## config.mk

```make
export PLATFORM = sky130hd
export DESIGN_NAME = addsub_acc_unit
export DESIGN_NICKNAME = d
export VERILOG_FILES = /design/src/rtl/arith_pkg.sv /design/src/rtl/addsub_core.sv /design/src/rtl/addsub_acc_unit.sv
export SDC_FILE = /design/constraint.sdc
export NUM_CORES = 1
export LEC_CHECK = 0
export BUFFER_PORTS_ARGS = -buffer_cell sky130_fd_sc_hd__buf_2
export CAP_MARGIN = 0
export CORE_MARGIN = 1
export CORE_UTILIZATION = 25
export CTS_BUF_LIST = sky130_fd_sc_hd__clkbuf_4
export CTS_CLUSTER_SIZE = 28
export DETAILED_ROUTE_END_ITERATION = 16
export GPL_TIMING_DRIVEN = 1
export HOLD_SLACK_MARGIN = 0.08
export MAX_ROUTING_LAYER = met4
export RECOVER_POWER = 25
export SETUP_SLACK_MARGIN = 0.3
export SLEW_MARGIN = 40
export SYNTH_ARGS = -nofsm -noshare
export SYNTH_HDL_FRONTEND = slang
export SYNTH_SLANG_ARGS = --single-unit
```

## constraint.sdc

```tcl
create_clock -name clk -period 3.5 [get_ports clk]
set_input_delay 0.7 -clock clk [delete_from_list [all_inputs] [get_ports clk]]
set_output_delay 0.7 -clock clk [all_outputs]
set_load 0.01 [all_outputs]
```

## src/rtl/arith_pkg.sv

```systemverilog
// Shared arithmetic constants: one-hot opcode bit positions and flag bit
// positions for the {err,v,n,z,c} flag vector, plus the output-register states.
package arith_pkg;
    localparam int OP_ADD = 0;
    localparam int OP_SUB = 1;
    localparam int OP_INC = 2;
    localparam int OP_DEC = 3;

    localparam int F_C   = 0;
    localparam int F_Z   = 1;
    localparam int F_N   = 2;
    localparam int F_V   = 3;
    localparam int F_ERR = 4;
    localparam int F_W   = 5;

    typedef enum logic {EMPTY = 1'b0, FULL = 1'b1} ostate_t;
endpackage

```

## src/rtl/addsub_core.sv

```systemverilog
// Combinational add/sub/inc/dec core: operand mux, single adder, flags.
// Optional saturation on signed overflow when ADDSUB_ACC_SAT_EN is defined;
// otherwise results wrap modulo 2^WIDTH.
module addsub_core
    import arith_pkg::*;
#(
    parameter int WIDTH = 8,
    parameter int OP_W  = 4
) (
    input  logic [WIDTH-1:0] a,
    input  logic [WIDTH-1:0] b,
    input  logic [OP_W-1:0]  select,
    output logic [WIDTH-1:0] result,
    output logic [F_W-1:0]   flags
);
    logic [WIDTH-1:0] b_eff;
    logic             cin;
    logic [WIDTH:0]   sum;
    logic [WIDTH-1:0] res;
    logic             v;
    logic             c;
    logic             none;
    logic             multi;

    // Pick the second adder operand and carry-in so every op shares one adder
    always_comb begin
        b_eff = b;
        cin   = 1'b0;
        if (select[OP_ADD]) begin
            b_eff = b;
        end else if (select[OP_SUB]) begin
            b_eff = ~b;
            cin   = 1'b1;
        end else if (select[OP_INC]) begin
            b_eff = '0;
            cin   = 1'b1;
        end else if (select[OP_DEC]) begin
            b_eff = '1;
        end
    end

    assign sum   = {1'b0, a} + {1'b0, b_eff} + {{WIDTH{1'b0}}, cin};
    assign c     = sum[WIDTH];
    // Overflow: both addends share a sign that the sum does not
    assign v     = (a[WIDTH-1] == b_eff[WIDTH-1]) && (sum[WIDTH-1] != a[WIDTH-1]);
    assign none  = (select == '0);
    assign multi = |(select & (select - {{(OP_W-1){1'b0}}, 1'b1}));

`ifdef ADDSUB_ACC_SAT_EN
    // Clamp toward the sign of the operands on overflow
    assign res = !v ? sum[WIDTH-1:0]
               : (a[WIDTH-1] ? {1'b1, {(WIDTH-1){1'b0}}} : {1'b0, {(WIDTH-1){1'b1}}});
`else
    assign res = sum[WIDTH-1:0];
`endif

    // Final result and flags; no-op and illegal selects force a zero result
    always_comb begin
        result = '0;
        flags  = '0;
        if (none || multi) begin
            flags[F_Z]   = 1'b1;
            flags[F_ERR] = multi;
        end else begin
            result     = res;
            flags[F_C] = c;
            flags[F_Z] = (res == '0);
            flags[F_N] = res[WIDTH-1];
            flags[F_V] = v;
        end
    end
endmodule

```

## src/rtl/addsub_acc_unit.sv

```systemverilog
// Add/sub accumulator unit: valid/ready handshake, one-entry result register
// and an accumulator that can replace op1. Build option ADDSUB_ACC_SAT_EN
// enables saturation on signed overflow (handled inside addsub_core).
module addsub_acc_unit
    import arith_pkg::*;
#(
    parameter int WIDTH = 8,
    parameter int OP_W  = 4
) (
    input  logic             clk,
    input  logic             rst_n,
    input  logic             in_valid,
    output logic             in_ready,
    input  logic [WIDTH-1:0] op1,
    input  logic [WIDTH-1:0] op2,
    input  logic [OP_W-1:0]  select,
    input  logic             acc_mode,
    input  logic             acc_clr,
    output logic             out_valid,
    input  logic             out_ready,
    output logic [WIDTH-1:0] result,
    output logic [F_W-1:0]   flags,
    output logic [WIDTH-1:0] acc
);
    ostate_t          state;
    logic             accept;
    logic [WIDTH-1:0] core_a;
    logic [WIDTH-1:0] core_res;
    logic [F_W-1:0]   core_flags;

    // A clear cycle blocks acceptance so it never races an accumulate
    assign in_ready  = !acc_clr && (!out_valid || out_ready);
    assign accept    = in_valid && in_ready;
    assign core_a    = acc_mode ? acc : op1;
    assign out_valid = (state == FULL);

    addsub_core #(.WIDTH(WIDTH), .OP_W(OP_W)) u_core (
        .a      (core_a),
        .b      (op2),
        .select (select),
        .result (core_res),
        .flags  (core_flags)
    );

    // Output register FSM: load on accept, empty on drain without a new accept
    always_ff @(posedge clk or negedge rst_n) begin
        if (!rst_n) begin
            state  <= EMPTY;
            result <= '0;
            flags  <= '0;
        end else begin
            case (state)
                EMPTY: if (accept) state <= FULL;
                FULL:  if (out_ready && !accept) state <= EMPTY;
                default: state <= EMPTY;
            endcase
            if (accept) begin
                result <= core_res;
                flags  <= core_flags;
            end
        end
    end

    // Accumulator: clear wins; write back only non-error accumulate ops
    always_ff @(posedge clk or negedge rst_n) begin
        if (!rst_n) begin
            acc <= '0;
        end else if (acc_clr) begin
            acc <= '0;
        end else if (accept && acc_mode && !core_flags[F_ERR]) begin
            acc <= core_res;
        end
    end
endmodule

```

==> impl_metrics.yaml, run 1 <==
sta:
  finalSetupTns_ns: 0
  setup_slack_ns: 0.4845
  fin_crit_ns: 3.015
  max_slew_margin_pct: 22.27
  fmax_mhz: 331.6
  drv_slew: 0
  hold_slack_ns: 0.4800
  fin_skew_ns: 0.004513
  setup_viol: 0
  max_slew.worst_pin.slew_ns: 1.166
  period_share_pct: 86.16
  rsz0062_at_grt: "false"
  finalHoldViolCount: 0
critical_path:
  cp_max_fo: 7
  path_class: "in -> reg"
  crit_buf_inv: 2
  cp.required_ns: 3.72
  cp.arrival_ns: 3.23
  critPathSlowestCell: "or4_1"
  end_kind: "register"
  crit_family: "simple AND/OR/NAND/NOR gates"
  crit_chain: "buf_2 -> nand2b_1 -> o21ai_0 -> a21oi_1 -> fa_1 -> inv_1 -> fa_1 -> nand2b_1 -> a21oi_1 -> xor2_1 -> or4_1 -> o41ai_2"
  max_stage_delay_ns: 0.53
  startpoint_type: "primary input"
pwr:
  p_int_mw: 0.4196
  combPwrFrac_pct: 37.2
  power_leakage_nw: 0.9404
  pwr-share-seq_pct: 43.2
  total_power_mw: 0.6390
  peakVddDrop_v: 0.0001286
  pwr-share-clk_pct: 19.6
  power_density_nw_per_um2: 342.5
  switching_share_pct: 34.34
  p_sw_mw: 0.2194
logic_synthesis:
  synth_cell_types: 37
  synth_nets: 198
  synthXorXnorAreaFrac_pct: 4.104
  syn-instance-count: 163
  synth-simple-area-share_pct: 13.07
  synthAdderAreaFrac_pct: 9.213
  synth-compound-area-share_pct: 28.22
  synth-seq-cells: 21
  synth.yosys.warnings: 0
  synth_top_family_by_area: "compound AO/OA/AOI/OAI gates"
  syn_area_um2: 1494
  ys_seq_area_share_pct: 35.18
  synthMuxAreaShare_pct: 6.030
  syn_area_per_cell_um2: 9.165
cells_and_area:
  fin_nets: 250
  layout_common_cells: "47 x buf_2, 21 x dfrtp_1, 17 x nor2_1, 17 x a21oi_1, 13 x o21ai_0"
  finalNonFillerCells: 286
  drive_gt1_share_pct: 32.24
  layout_commonest_cell: "buf_2"
  area_growth_pct: 24.87
  antenna_cells: 0
  n_fill_cell: 594
  final_util_pct: 33.07
  design_area_um2: 1866
cts:
  numCtsBuffers: 3
  root_buffer: "clkbuf_4"
  h-tree-depth: 1
  post_cts_resized: 0
  cts_max_path_buffers: 2
  clock_latency_ns: 0.30
  cts_tree: "built"
  clk_pin_slew_ns: 0.12
  hold_buffers: 0
  post-cts-setup-buffers: 0
  cts.sink_count: 21
drt:
  drt_iter0_markers: 66
  via_per_inst: 4.759
  drtPass1Iterations: 4
  ant_nets: 0
  drc: 0
  via_count: 1361
  routed_wl_um: 3783
  routedWlPerCell_um: 13.23
global_routing:
  grt_usage_pct: 13.16
  grt_max_degree: 22
  grt_pass1_wl_um: 6237
  grt_pass1_vias: 1267
  grt_overflow_total: 0
  antenna_found_initial: 0
placement:
  dp.final_hpwl_um: 3005
  placed_area_um2: 1837
  place_ws_ns: 0.1706
  io_buffers: 48
  dp.cells: 282
  gp_congestion: 0.8086
die:
  initial_core_util_pct: 26.48
  ioPinCount: 49
  core-area_um2: 5642
  dieArea_um2: 6288
  die_x_um: 79.30
  fp.dieH_um: 79.30
  rows: 27
job:
  cap_violations: 0
hold_path:
  hp-class: "reg -> reg"
run_status:
  status: "complete, no violations"
-- cells by family (layout without fill, tap and decap cells) --
group,count (synthesis),in the layout
xor+xnor,7,7
compound gates,60,60
mux,8,8
fa+ha+maj,10,10
flops,21,21
simple gates,42,42
buf+inv,15,66
-- state kept, by name, summed over array words and instances (netlist names) --
name and count:
result 7, out_valid 1, acc 8, flags 5
-- power groups by stage --
stage / registers (mW) / clock network, mW / logic (mW)
floorplan: 0.291 / 0 / 0.141
global placement: 0.281 / 0 / 0.237
detailed placement: 0.282 / 0 / 0.239
CTS: 0.277 / 0.129 / 0.239
global route: 0.279 / 0.142 / 0.268
finish: 0.276 / 0.125 / 0.238
-- routing by layer --
metal	global-route usage [%]	wire length [um]	vias up
met4	3.818	21	0
met1	18.62	1980	628
li1	-	-	693
met3	1.149	170	2
met5	-	0	-
met2	19.91	1611	38
-- final timing paths --
check                                       from  slack, ns  cells past startpoint                     to
max                                    select[2]       0.48                     12   flags[1]$_DFFE_PN0P_
min                        result[4]$_DFFE_PN0P_       0.48                      2  result[4]$_DFFE_PN0P_
max reg2reg                   acc[0]$_DFFE_PN0P_       0.77                      9   flags[1]$_DFFE_PN0P_
min reg2reg                result[4]$_DFFE_PN0P_       0.48                      2  result[4]$_DFFE_PN0P_
max in group asynchronous                  rst_n       2.21                      1  result[3]$_DFFE_PN0P_
min in group asynchronous                  rst_n       0.60                      1   flags[1]$_DFFE_PN0P_
-- cells in the mapped netlist --
master	count	share of area (%)
o21ai_1	1	0.33
nor3_1	1	0.33
a211oi_1	1	0.50
o41ai_2	1	1.1
xnor2_1	4	2.3
nand3b_1	1	0.50
maj3_1	1	0.67
o21a_1	3	1.5
nor2_1	17	4.3
a21oi_1	17	5.7
o22a_1	1	0.59
or4_1	1	0.50
nand2_1	11	2.8
fa_1	2	2.7
and3_1	1	0.42
or2_2	1	0.42
a22o_1	12	7.0
o22ai_1	1	0.42
inv_1	8	2.0
ha_1	7	5.9
nor3b_1	1	0.50
dfrtp_1	21	35
nand2b_1	5	2.1
a21o_1	2	1.0
o41ai_4	1	1.8
clkbuf_1	4	1.0
or3_1	1	0.42
xor2_1	3	1.8
buf_2	2	0.67
o21bai_1	2	1.0
mux2_2	8	6.0
buf_4	1	0.50
o31ai_1	4	2.0
and2_1	1	0.42
nor2b_1	1	0.42
a211oi_2	1	0.84
o21ai_0	13	4.4
-- worst register-to-register path, cell delays in order, from the launching register on --
cell	delay [ns]
dfrtp_1	0.41
mux2_2	0.28
fa_1	0.46
inv_1	0.09
fa_1	0.20
xor2_1	0.20
inv_1	0.07
or3_1	0.31
or4_1	0.42
o41ai_2	0.20
-- area by class of cell --
class	instances	area [um^2]	area share [%]
Multi-Input combinational cell	127	905.9	48.56
Timing Repair Buffer	54	284.0	15.22
Sequential cell	21	525.5	28.17
Inverter	8	30.03	1.610
Tap cell	72	90.09	4.829
Clock buffer	4	30.03	1.610
Note: power is estimated with default switching activity, not from simulation.
==> inputs of run 2 (changes only) <==
--- a/config.mk
+++ b/config.mk
@@ -15,6 +15,7 @@
 export GPL_TIMING_DRIVEN = 1
 export HOLD_SLACK_MARGIN = 0.08
 export MAX_ROUTING_LAYER = met4
+export PLACE_DENSITY = 0.54
 export RECOVER_POWER = 25
 export SETUP_SLACK_MARGIN = 0.3
 export SLEW_MARGIN = 40
==> run 2 against run 1 <==
Cell count unchanged. Critical path depth unchanged. Flip-flop and latch count unchanged. Fmax up 1.5%. Non-clock buffer count unchanged. First-iteration DRC count down 38%. Via count down 2.3%. Wire length down 0.82%. Sequential power about the same. Worst hold slack worse by 0.0020 ns. Worst setup slack better by 0.045 ns. Largest cell class unchanged. Largest power group unchanged. Highest routed layer unchanged.
==> impl_metrics.yaml, run 2 (synthesis gave the netlist of run 1 again) <==
sta:
  fin_skew_ns: 0.001723
  setup_viol: 0
  finalSetupTns_ns: 0
  period_share_pct: 84.88
  fmax_mhz: 336.6
  fin_crit_ns: 2.971
  max_slew.worst_pin.slew_ns: 1.069
  rsz0062_at_grt: "false"
  finalHoldViolCount: 0
  max_slew_margin_pct: 28.70
  drv_slew: 0
cts:
  h-tree-depth: 1
  clock_latency_ns: 0.29
  post-cts-setup-buffers: 0
  clk_pin_slew_ns: 0.11
  cts_max_path_buffers: 2
  cts.sink_count: 21
  cts_tree: "built"
  numCtsBuffers: 3
  root_buffer: "clkbuf_4"
critical_path:
  reg2reg_to: "flags[1]$_DFFE_PN0P_"
  r2r_cells: 9
  path_class: "in -> reg"
  rrSetupSlack_ns: 0.76
  r2r_start: "acc[0]$_DFFE_PN0P_"
  startpoint_type: "primary input"
  end_kind: "register"
  max_stage_delay_ns: 0.42
  cp.arrival_ns: 3.17
  crit_family: "simple AND/OR/NAND/NOR gates"
  cp_max_fo: 7
  crit_buf_inv: 3
  crit_chain: "buf_2 -> nand2b_1 -> o21ai_0 -> a21oi_1 -> fa_1 -> inv_1 -> fa_1 -> xor2_1 -> inv_1 -> or3_1 -> or4_1 -> o41ai_2"
  cp.required_ns: 3.70
  path_depth: 12
  critPathSlowestCell: "or4_1"
die:
  dieArea_um2: 6288
  ioPinCount: 49
  die_x_um: 79.30
  initial_core_util_pct: 26.48
  fp.dieH_um: 79.30
  rows: 27
  core-area_um2: 5642
cells_and_area:
  layout_common_cells: "47 x buf_2, 21 x dfrtp_1, 17 x nor2_1"
  area_growth_pct: 25.13
  top_register: "acc"
  antenna_cells: 0
  top_regs: "acc: 8 flops, result: 7 flops, flags: 5 flops"
  drive_gt1_share_pct: 32.71
  largest_reg_flops: 8
  fin_nets: 250
  layout_commonest_cell: "buf_2"
placement:
  gp_congestion: 0.7627
  io_buffers: 48
  dp.final_hpwl_um: 3091
run_status:
  status: "complete, no violations"
drt:
  via_count: 1330
  routed_wl_um: 3752
  routedWlPerCell_um: 13.12
  ant_nets: 0
  drtPass1Iterations: 4
  drt_iter0_markers: 41
  drc: 0
  via_per_inst: 4.650
global_routing:
  grt_usage_pct: 12.96
  grt_max_degree: 22
  grt_pass1_vias: 1240
  antenna_found_initial: 0
  grt_pass1_wl_um: 6120
  grt_overflow_total: 0
pwr:
  total_power_mw: 0.6320
  power_density_nw_per_um2: 338.1
  peakVddDrop_v: 0.0001238
  power_leakage_nw: 0.9404
hold_path:
  min_path_cells: 2
  whs_endpoint: "result[4]$_DFFE_PN0P_"
  hp-start: "result[4]$_DFFE_PN0P_"
  hp-class: "reg -> reg"
job:
  cap_violations: 0
-- run 2: worst max-delay path by stage --
stage,slack (ns),to,from
detailed placement,0.20,flags[1]$_DFFE_PN0P_,select[2]
CTS,0.51,flags[1]$_DFFE_PN0P_,select[2]
global placement,0.24,flags[1]$_DFFE_PN0P_,select[3]
finish,0.53,flags[1]$_DFFE_PN0P_,select[2]
global route,0.32,flags[1]$_DFFE_PN0P_,select[3]
floorplan,0.31,flags[1]$_DFFE_PN0P_,select[0]
-- run 2: worst min-delay path, delay by kind of cell (launching register included) --
family	cells	cell delay [ns]
DFF	1	0.35
and+or+nand+nor	2	0.10
-- run 2: metrics by stage --
stage	worst slack, ns	cell area (um^2)	std cells	util [%]	hold slack, ns
final	0.5291	1869	286	33.13	0.4780
after global routing	0.3175	1869	286	33.13	0.5197
after global placement	0.2449	1837	282	32.56	0.4484
after detailed placement	0.1953	1837	282	32.56	0.4594
after CTS	0.5073	1867	286	33.09	0.3410
after floorplan	0.3107	1495	163	-	0.4044
-- run 2: cell type report --
class                      count  area (um^2)
clock buffer                   4        30.03
inverter                       8        30.03
tap                           72        90.09
sequential                    21        525.5
timing repair buffer          54        284.0
fill                         585         3772
multi-input combinational    127        909.6
-- run 2: what timing repair did --
action | CTS | global route
endpoints found under the hold margin | 0 | 0
gates resized for setup | 0 | 1
setup endpoints to repair | 0 | 1
hold buffers | 0 | 0
-- run 2: report_power, final --
| group | internal, mW | total (mW) | switching, mW | leakage (nW) |
|---|---|---|---|---|
| Combinational | 0.103 | 0.238 | 0.134 | 0.640 |
| Clock | 0.0521 | 0.118 | 0.0662 | 0.0184 |
| Sequential | 0.264 | 0.276 | 0.0120 | 0.282 |
-- run 2: metal layers --
layer	wire length (um)	vias up	share of wire (%)	GRT usage, %
li1	-	691	-	-
met1	1847	595	49	17.93
met2	1704	42	45	19.48
met3	166	2	4.4	1.034
met4	34	0	0.91	5.273
met5	0	-	0	-
